## src/rtl/unsigned_div_seq.sv

```systemverilog
// Sequential restoring divider: recovers Q = floor(C/A) and R = C mod A,
// one quotient bit per clock, behind a start/done handshake.
module unsigned_div_seq #(
  parameter int BIT_WIDTH = 8
) (
  input  logic                     clk,
  input  logic                     rst,
  input  logic                     start,
  input  logic [2*BIT_WIDTH-1:0]   C,
  input  logic [BIT_WIDTH-1:0]     A,
  output logic                     busy,
  output logic                     done,
  output logic [2*BIT_WIDTH-1:0]   Q,
  output logic [BIT_WIDTH-1:0]     R,
  output logic                     ovf,
  output logic                     div_zero
);

  localparam int N  = BIT_WIDTH;
  localparam int W  = 2 * BIT_WIDTH;
  localparam int CW = $clog2(W + 1);

  typedef enum logic [1:0] {IDLE, RUN, DONE} state_t;

  state_t         state_reg, state_next;
  logic [CW-1:0]  cnt_reg;
  logic [N-1:0]   p_reg;    // restored partial remainder is always < A, so N bits suffice
  logic [W-1:0]   sh_reg;   // dividend bits shift out the top, quotient bits shift in the bottom
  logic [N-1:0]   a_reg;

  logic [N:0]     p_shift;
  logic           q_bit;
  logic [N-1:0]   p_step;
  logic [W-1:0]   sh_step;
  logic           last_step;

  // One restoring step; the N-bit difference is exact whenever q_bit is set.
  always_comb begin
    p_shift   = {p_reg, sh_reg[W-1]};
    q_bit     = (p_shift >= {1'b0, a_reg});
    p_step    = q_bit ? (p_shift[N-1:0] - a_reg) : p_shift[N-1:0];
    sh_step   = {sh_reg[W-2:0], q_bit};
    last_step = (cnt_reg == CW'(1));
  end

  always_ff @(posedge clk) begin
    if (rst) state_reg <= IDLE;
    else     state_reg <= state_next;
  end

  always_comb begin
    state_next = state_reg;
    busy       = 1'b0;
    done       = 1'b0;
    case (state_reg)
      IDLE: begin
        if (start) state_next = (A == '0) ? DONE : RUN;
      end
      RUN: begin
        busy = 1'b1;
        if (last_step) state_next = DONE;
      end
      DONE: begin
        busy       = 1'b1;
        done       = 1'b1;
        state_next = IDLE;
      end
      default: state_next = IDLE;
    endcase
  end

  always_ff @(posedge clk) begin
    if (rst) begin
      cnt_reg  <= '0;
      p_reg    <= '0;
      sh_reg   <= '0;
      a_reg    <= '0;
      Q        <= '0;
      R        <= '0;
      ovf      <= 1'b0;
      div_zero <= 1'b0;
    end else begin
      case (state_reg)
        IDLE: begin
          if (start) begin
            a_reg   <= A;
            sh_reg  <= C;
            p_reg   <= '0;
            cnt_reg <= CW'(W);
            if (A == '0) begin
              Q        <= '1;
              R        <= C[N-1:0];
              ovf      <= 1'b1;
              div_zero <= 1'b1;
            end
          end
        end
        RUN: begin
          p_reg   <= p_step;
          sh_reg  <= sh_step;
          cnt_reg <= cnt_reg - CW'(1);
          // Results land on the same edge that enters DONE so they are valid with done.
          if (last_step) begin
            Q        <= sh_step;
            R        <= p_step;
            ovf      <= |sh_step[W-1:N];
            div_zero <= 1'b0;
          end
        end
        default: ;
      endcase
    end
  end

endmodule

```

## config.mk

```make
export PLATFORM = sky130hd
export DESIGN_NAME = unsigned_div_seq
export DESIGN_NICKNAME = d
export VERILOG_FILES = /design/src/rtl/unsigned_div_seq.sv
export SDC_FILE = /design/constraint.sdc
export NUM_CORES = 1
export LEC_CHECK = 0
export BUFFER_PORTS_ARGS = -buffer_cell sky130_fd_sc_hd__buf_4
export CORE_AREA = 2 2 85 87
export DETAILED_ROUTE_END_ITERATION = 8
export DIE_AREA = 0 0 87 89
export GPL_ROUTABILITY_DRIVEN = 0
export PLACE_DENSITY_LB_ADDON = 0.3
export SETUP_SLACK_MARGIN = 0.5
export SLEW_MARGIN = 20
export SYNTH_ARGS = -nofsm -noshare
export SYNTH_HDL_FRONTEND = slang
export SYNTH_SLANG_ARGS = --single-unit
```

## constraint.sdc

```tcl
create_clock -name clk -period 3 [get_ports clk]
set_input_delay 0.3 -clock clk [delete_from_list [all_inputs] [get_ports clk]]
set_output_delay 0.3 -clock clk [all_outputs]
set_load 0.1 [all_outputs]
```

==> run metrics, run 1 <==
min cycle time layout approximately 2200 ps; die boundary width 87 µm; row cnt 30; Setup crit start kind flop; die area 7740 µm²; Pwr per Cell Area roughly 800 nW/µm²; Core Box Area 6720 µm²; Yosys cell types 58; # IOs 55; Top FF cell, synth dfxtp_1; DRT Pass-1 Iters 4; first-pass GRT wire length roughly 13 mm; critical path class reg -> reg; routed vias/inst 5.72; Final Core Density 0.597; Post-Layout Cell Count 528; Clock Sinks 65; register-to-register setup slack ~760 ps; pre-CTS setup slack 663 ps; hold_buf cts 0; Final Slew Violations 0; top cells by area, synth dfxtp_1 (39%), nor2_1 (6.2%), ha_1 (4.9%), mux2i_1 (4.8%), a211oi_1 (4.5%); share of the synthesized area in the top cell type 0.389; Post-synth EDFFs 0; Slew HR 0.543; layout cells sized above 1 0.217; Area growth syn-to-layout 19.9%; crit end category flop; Syn Std Cell Area ~3300 µm²; Synth async-reset ratio 0; Starting Density 0.498; Worst-Margin Slew 686 ps; status completed; achievable frequency 0.447 GHz; remaining antenna violation count after routing 0; FF/Latch Area 1300 µm²; placed cell count 512; Post-Route Skew 5.93 ps; Peak VDD IR 399 µV; port bufs 54; vias in the first global route 2711; biggest area consumer among synthesized cells dfxtp_1; antenna violations before repair 0; period utilisation layout 0.746; largest net degree at the start of global routing 68; Reg clk slew, reported paths 80 ps; HP Class in -> reg; DR DRC count 0; DP HPWL between 5 and 6 mm; Setup Viol. Count Final 0; Initial DRC Count approximately 150; worst-path maximum fanout 3; Via Count 3021; critical path arrival 2490 ps; maximum capacitance violations 0; total wire length 8.01 mm; average cell area after synthesis ~8.4 µm²; maximum clock insertion buffer count 2; Yosys warning count 0; antenna diode count 0; fillers between 500 and 600; Tot Pwr 0.00322 W; CP required 3250 ps; H-tree levels 3; Pleak roughly 1.6 nW; Post-Syn Nets 438; wire per inst 15.2 µm; TritonCTS Buffers 9; CTS tree built; Die Span Y 89 µm; RSZ-0062 raised after global routing false; final setup margin between 700 and 800 ps; Final nets 484; final hold viol count 0; setup TNS 0 ps; #FFs+latches synth between 60 and 70; Root Buffer clkbuf_8; worst skew pair latency 350 ps; Multi-input gate area 1830 µm²; Post-CTS Setup Inserts 0; Total GRT Usage 0.216; Syn Inst Count 397; Seq/Total Area, Yosys 0.389; total global routing overflow 0
[layout by cell type, fill, tap and decap left out, drive strengths merged, types with 3 or more instances in the layout]
cell type,n
nor4,4
clkbuf,9
o41ai,7
or3,4
and2,3
or2,3
a311oi,17
and3,6
nor3,11
a21oi,22
nor2b,3
nand3,10
o31a,3
buf,57
dfxtp,65
inv,36
nand3b,4
mux2i,16
a211oi,21
nor2,55
o21ai,14
ha,13
nand2,37
[where the power goes]
part           switching (W)  internal [W]  leakage, nW
clock network       0.000377      0.000475        0.106
logic               0.000892      0.000417        0.985
registers          0.0000854      0.000974        0.532
[cell usage after synthesis, types with 5 or more instances]
library cell	instances
nor3_1	10
nor2_1	55
ha_1	13
inv_1	33
mux2i_1	16
nand2_1	36
a21oi_1	22
dfxtp_1	65
o41ai_1	5
o21ai_0	9
clkbuf_1	9
and3_1	5
a211oi_1	20
nand3_1	9
a311oi_1	16
buf_1	6
[logic make-up after synthesis]
family / count (synthesis) / synth area share
AOI/OAI and AO/OA: 100 / 0.230
xor gates and xnor gates: 2 / 0.00524
adders and majority gates: 14 / 0.0546
buffers and inverters: 56 / 0.0677
DFF: 65 / 0.389
muxes: 16 / 0.0479
and+or+nand+nor: 144 / 0.205
[layer usage]
layer  up-vias  track usage  wire length [µm]
met3        14       0.0526               468
met1      1409        0.288              3610
met2        86        0.344              3810
li1       1512            -                 -
met5         -            0                 0
met4         0       0.0739               119
[critical path, cell delays in order (launching register included)]
cell	delay (ps)
dfxtp_1	310
inv_1	90
ha_2	220
inv_1	60
fa_1	410
a21o_1	190
a21oi_2	190
xnor2_1	140
o21ai_1	90
and3_1	170
o41ai_1	270
[final cells by class]
type / count / area share
Multi-Input combinational cell: 276 / 0.456
Sequential cell: 65 / 0.324
Tap cell: 80 / 0.0249
Timing Repair Buffer: 57 / 0.107
Clock inverter: 7 / 0.0253
Clock buffer: 9 / 0.0309
Inverter: 34 / 0.0318
[metrics by stage]
| stage | hold WS (ps) | area [µm²] |
|---|---|---|
| detailed placement | 448 | 3780 |
| finish | 203 | 4010 |
| floorplan | 436 | 3350 |
| CTS | 190 | 4010 |
| global placement | 446 | 3780 |
| global route | 191 | 4010 |
[final timing paths]
path | cells after the start | start | endpoint
hold / removal | 3 | A[5] | a_reg[5]$_SDFFE_PP0P_
setup / recovery | 10 | sh_reg[15]$_SDFFE_PP0P_ | R[4]$_SDFFE_PP0P_
hold reg to reg | 2 | a_reg[3]$_SDFFE_PP0P_ | a_reg[3]$_SDFFE_PP0P_
setup reg to reg | 10 | sh_reg[15]$_SDFFE_PP0P_ | R[4]$_SDFFE_PP0P_
[what timing repair did]
item | 4_1_cts | 5_1_grt
endpoints found under the setup margin | 0 | 2
hold endpoints to repair | 0 | 0
resized for setup | 0 | 2
(Power assumes the default switching activity.)
==> inputs of run 2 (changes only) <==
Clock period 3 ns to 2.3 ns, I/O delays scaled along.
==> run metrics, run 2 (synthesized netlist as in run 1, its figures left out) <==
Peak VDD IR ~500 µV; Min Hold Slack ~130 ps; Starting Density 0.498; port bufs 54; Setup Viol. Count Final 0; # IOs 55; Design Area, Final 4850 µm²; crit end category flop; CTS tree built; Total GRT Usage 0.245; status completed; row cnt 30; Die Span Y 89 µm; commonest non-fill, non-tap cell in the layout buf_4; hold_buf cts 0; antenna violations before repair 0; H-tree levels 3; TritonCTS Buffers 9; DRT Pass-1 Iters 5; first-pass GRT wire length 14.7 mm; Area growth syn-to-layout 45.1%; Core Box Area 6720 µm²; Clock Sinks 65; Worst-Margin Slew between 600 and 700 ps; critical path class reg -> reg; remaining antenna violation count after routing 0; wire per inst 18.5 µm; Initial DRC Count around 210; placed inst area 3870 µm²; setup TNS 0 ps; die area 7740 µm²; Comb pwr share 0.519; antenna diode count 0; critical path arrival between 2000 and 2500 ps; Post-Route Skew around 8.5 ps; period utilisation layout 0.954; Switch Pwr 0.00215 W; routed vias/inst 5.98; layout cells sized above 1 0.413; clock share of power 0.201; Critical Path, Cell by Cell inv_2 > ha_4 > inv_2 > fa_2 > a21o_1 > a21oi_2 > or4b_1 > o2111ai_2 > mux2i_1 > o21ai_1; R2R cell count 10; sequential power share 0.279; total global routing overflow 0; Slew HR 0.575; maximum clock insertion buffer count 2; DP HPWL 6.00 mm; Pleak 1.96 nW; Root Buffer clkbuf_8; Critical Path Most Common Cell inv_2; Final nets 528; Final Slew Violations 0; Pwr per Cell Area 1030 nW/µm²; fillers about 470; Reg clk slew, reported paths ~80 ps; Setup crit start kind flop; DR DRC count 0; Via Count 3418; largest net degree at the start of global routing 46; Tot Pwr around 0.005 W; die boundary width 87 µm; final hold viol count 0; Pint 0.00286 W; vias in the first global route 3009; Final Core Density 0.723; achievable frequency between 0.4 and 0.5 GHz; commonest cells after routing, fill and taps aside buf_4 (84), nor2_1 (53), dfxtp_1 (51); RSZ-0062 raised after global routing true; CP required about 2500 ps; worst skew pair latency 350 ps; hold depth 3; min cycle time layout 2190 ps; Sw Share 0.429; maximum capacitance violations 0; slowest CP cell dfxtp_2; total wire length 10.6 mm; worst-path maximum fanout 3; worst stage delay on the critical path 330 ps; HP Class in -> reg
-- run 2: cell types whose count changed in the layout (fill, tap and decap cells not counted), moves of 5 or more --
| cell | change |
|---|---|
| dfxtp_2 | +12 |
| ha_4 | +9 |
| dfxtp_1 | -14 |
| and3_4 | +5 |
| nand3_1 | -6 |
| inv_1 | -6 |
| o21ai_0 | -6 |
| ha_1 | -8 |
| buf_6 | +11 |
| nand3_4 | +5 |
| buf_4 | +27 |
| inv_2 | +6 |
-- run 2: critical path: cells and delay by family, from the launching register on --
family | cells | cell delay [ps]
muxes | 1 | 290
AOI/OAI and AO/OA | 4 | 710
buffers and inverters | 2 | 100
adders and majority gates | 2 | 470
and+or+nand+nor | 1 | 160
DFF | 1 | 330
-- run 2: area by class of cell --
class / count / area, µm² / share of cell area
timing repair buffer: 101 / 887 / 0.183
tap: 80 / 100 / 0.0206
clock buffer: 10 / 138 / 0.0284
multi-input combinational: 276 / 2210 / 0.456
inverter: 34 / 128 / 0.0263
sequential: 65 / 1320 / 0.273
clock inverter: 6 / 66.3 / 0.0137
-- run 2: path summary, 6_finish.rpt --
| check | end | slack, ps | start |
|---|---|---|---|
| hold / removal | a_reg[6]$_SDFFE_PP0P_ | 130 | A[6] |
| setup reg to reg | p_reg[6]$_SDFFE_PP0P_ | 110 | sh_reg[15]$_SDFFE_PP0P_ |
| setup / recovery | p_reg[6]$_SDFFE_PP0P_ | 110 | sh_reg[15]$_SDFFE_PP0P_ |
| hold reg to reg | a_reg[7]$_SDFFE_PP0P_ | 450 | a_reg[7]$_SDFFE_PP0P_ |
-- run 2: metrics by stage --
stage | cells | setup slack, ps
after floorplan | 397 | 349
after global placement | 516 | 205
after detailed placement | 516 | 171
after CTS | 550 | 276
after global routing | 572 | 29.5
final | 572 | 105
-- run 2: layer usage --
layer,GRT usage,vias up,routed length [µm]
li1,-,1602,-
met1,0.301,1604,4310
met2,0.410,158,5140
met3,0.0416,54,556
met4,0.131,0,550
met5,0,-,0
-- run 2: power by group through the flow --
stage                     registers [W]  logic, W  clock network, W
after floorplan                 0.00179  0.000987                 0
after global placement          0.00140   0.00171                 0
after detailed placement        0.00141   0.00174                 0
after CTS                       0.00139   0.00206           0.00101
after global routing            0.00141   0.00274           0.00108
final                           0.00140   0.00260           0.00101
-- run 2: timing repair --
item | 4_1_cts | 5_1_grt
setup buffers | 17 | 18
endpoints found under the setup margin | 38 | 34
gates resized for setup | 50 | 44
pin swaps | 15 | 41
gates cloned | 1 | 4
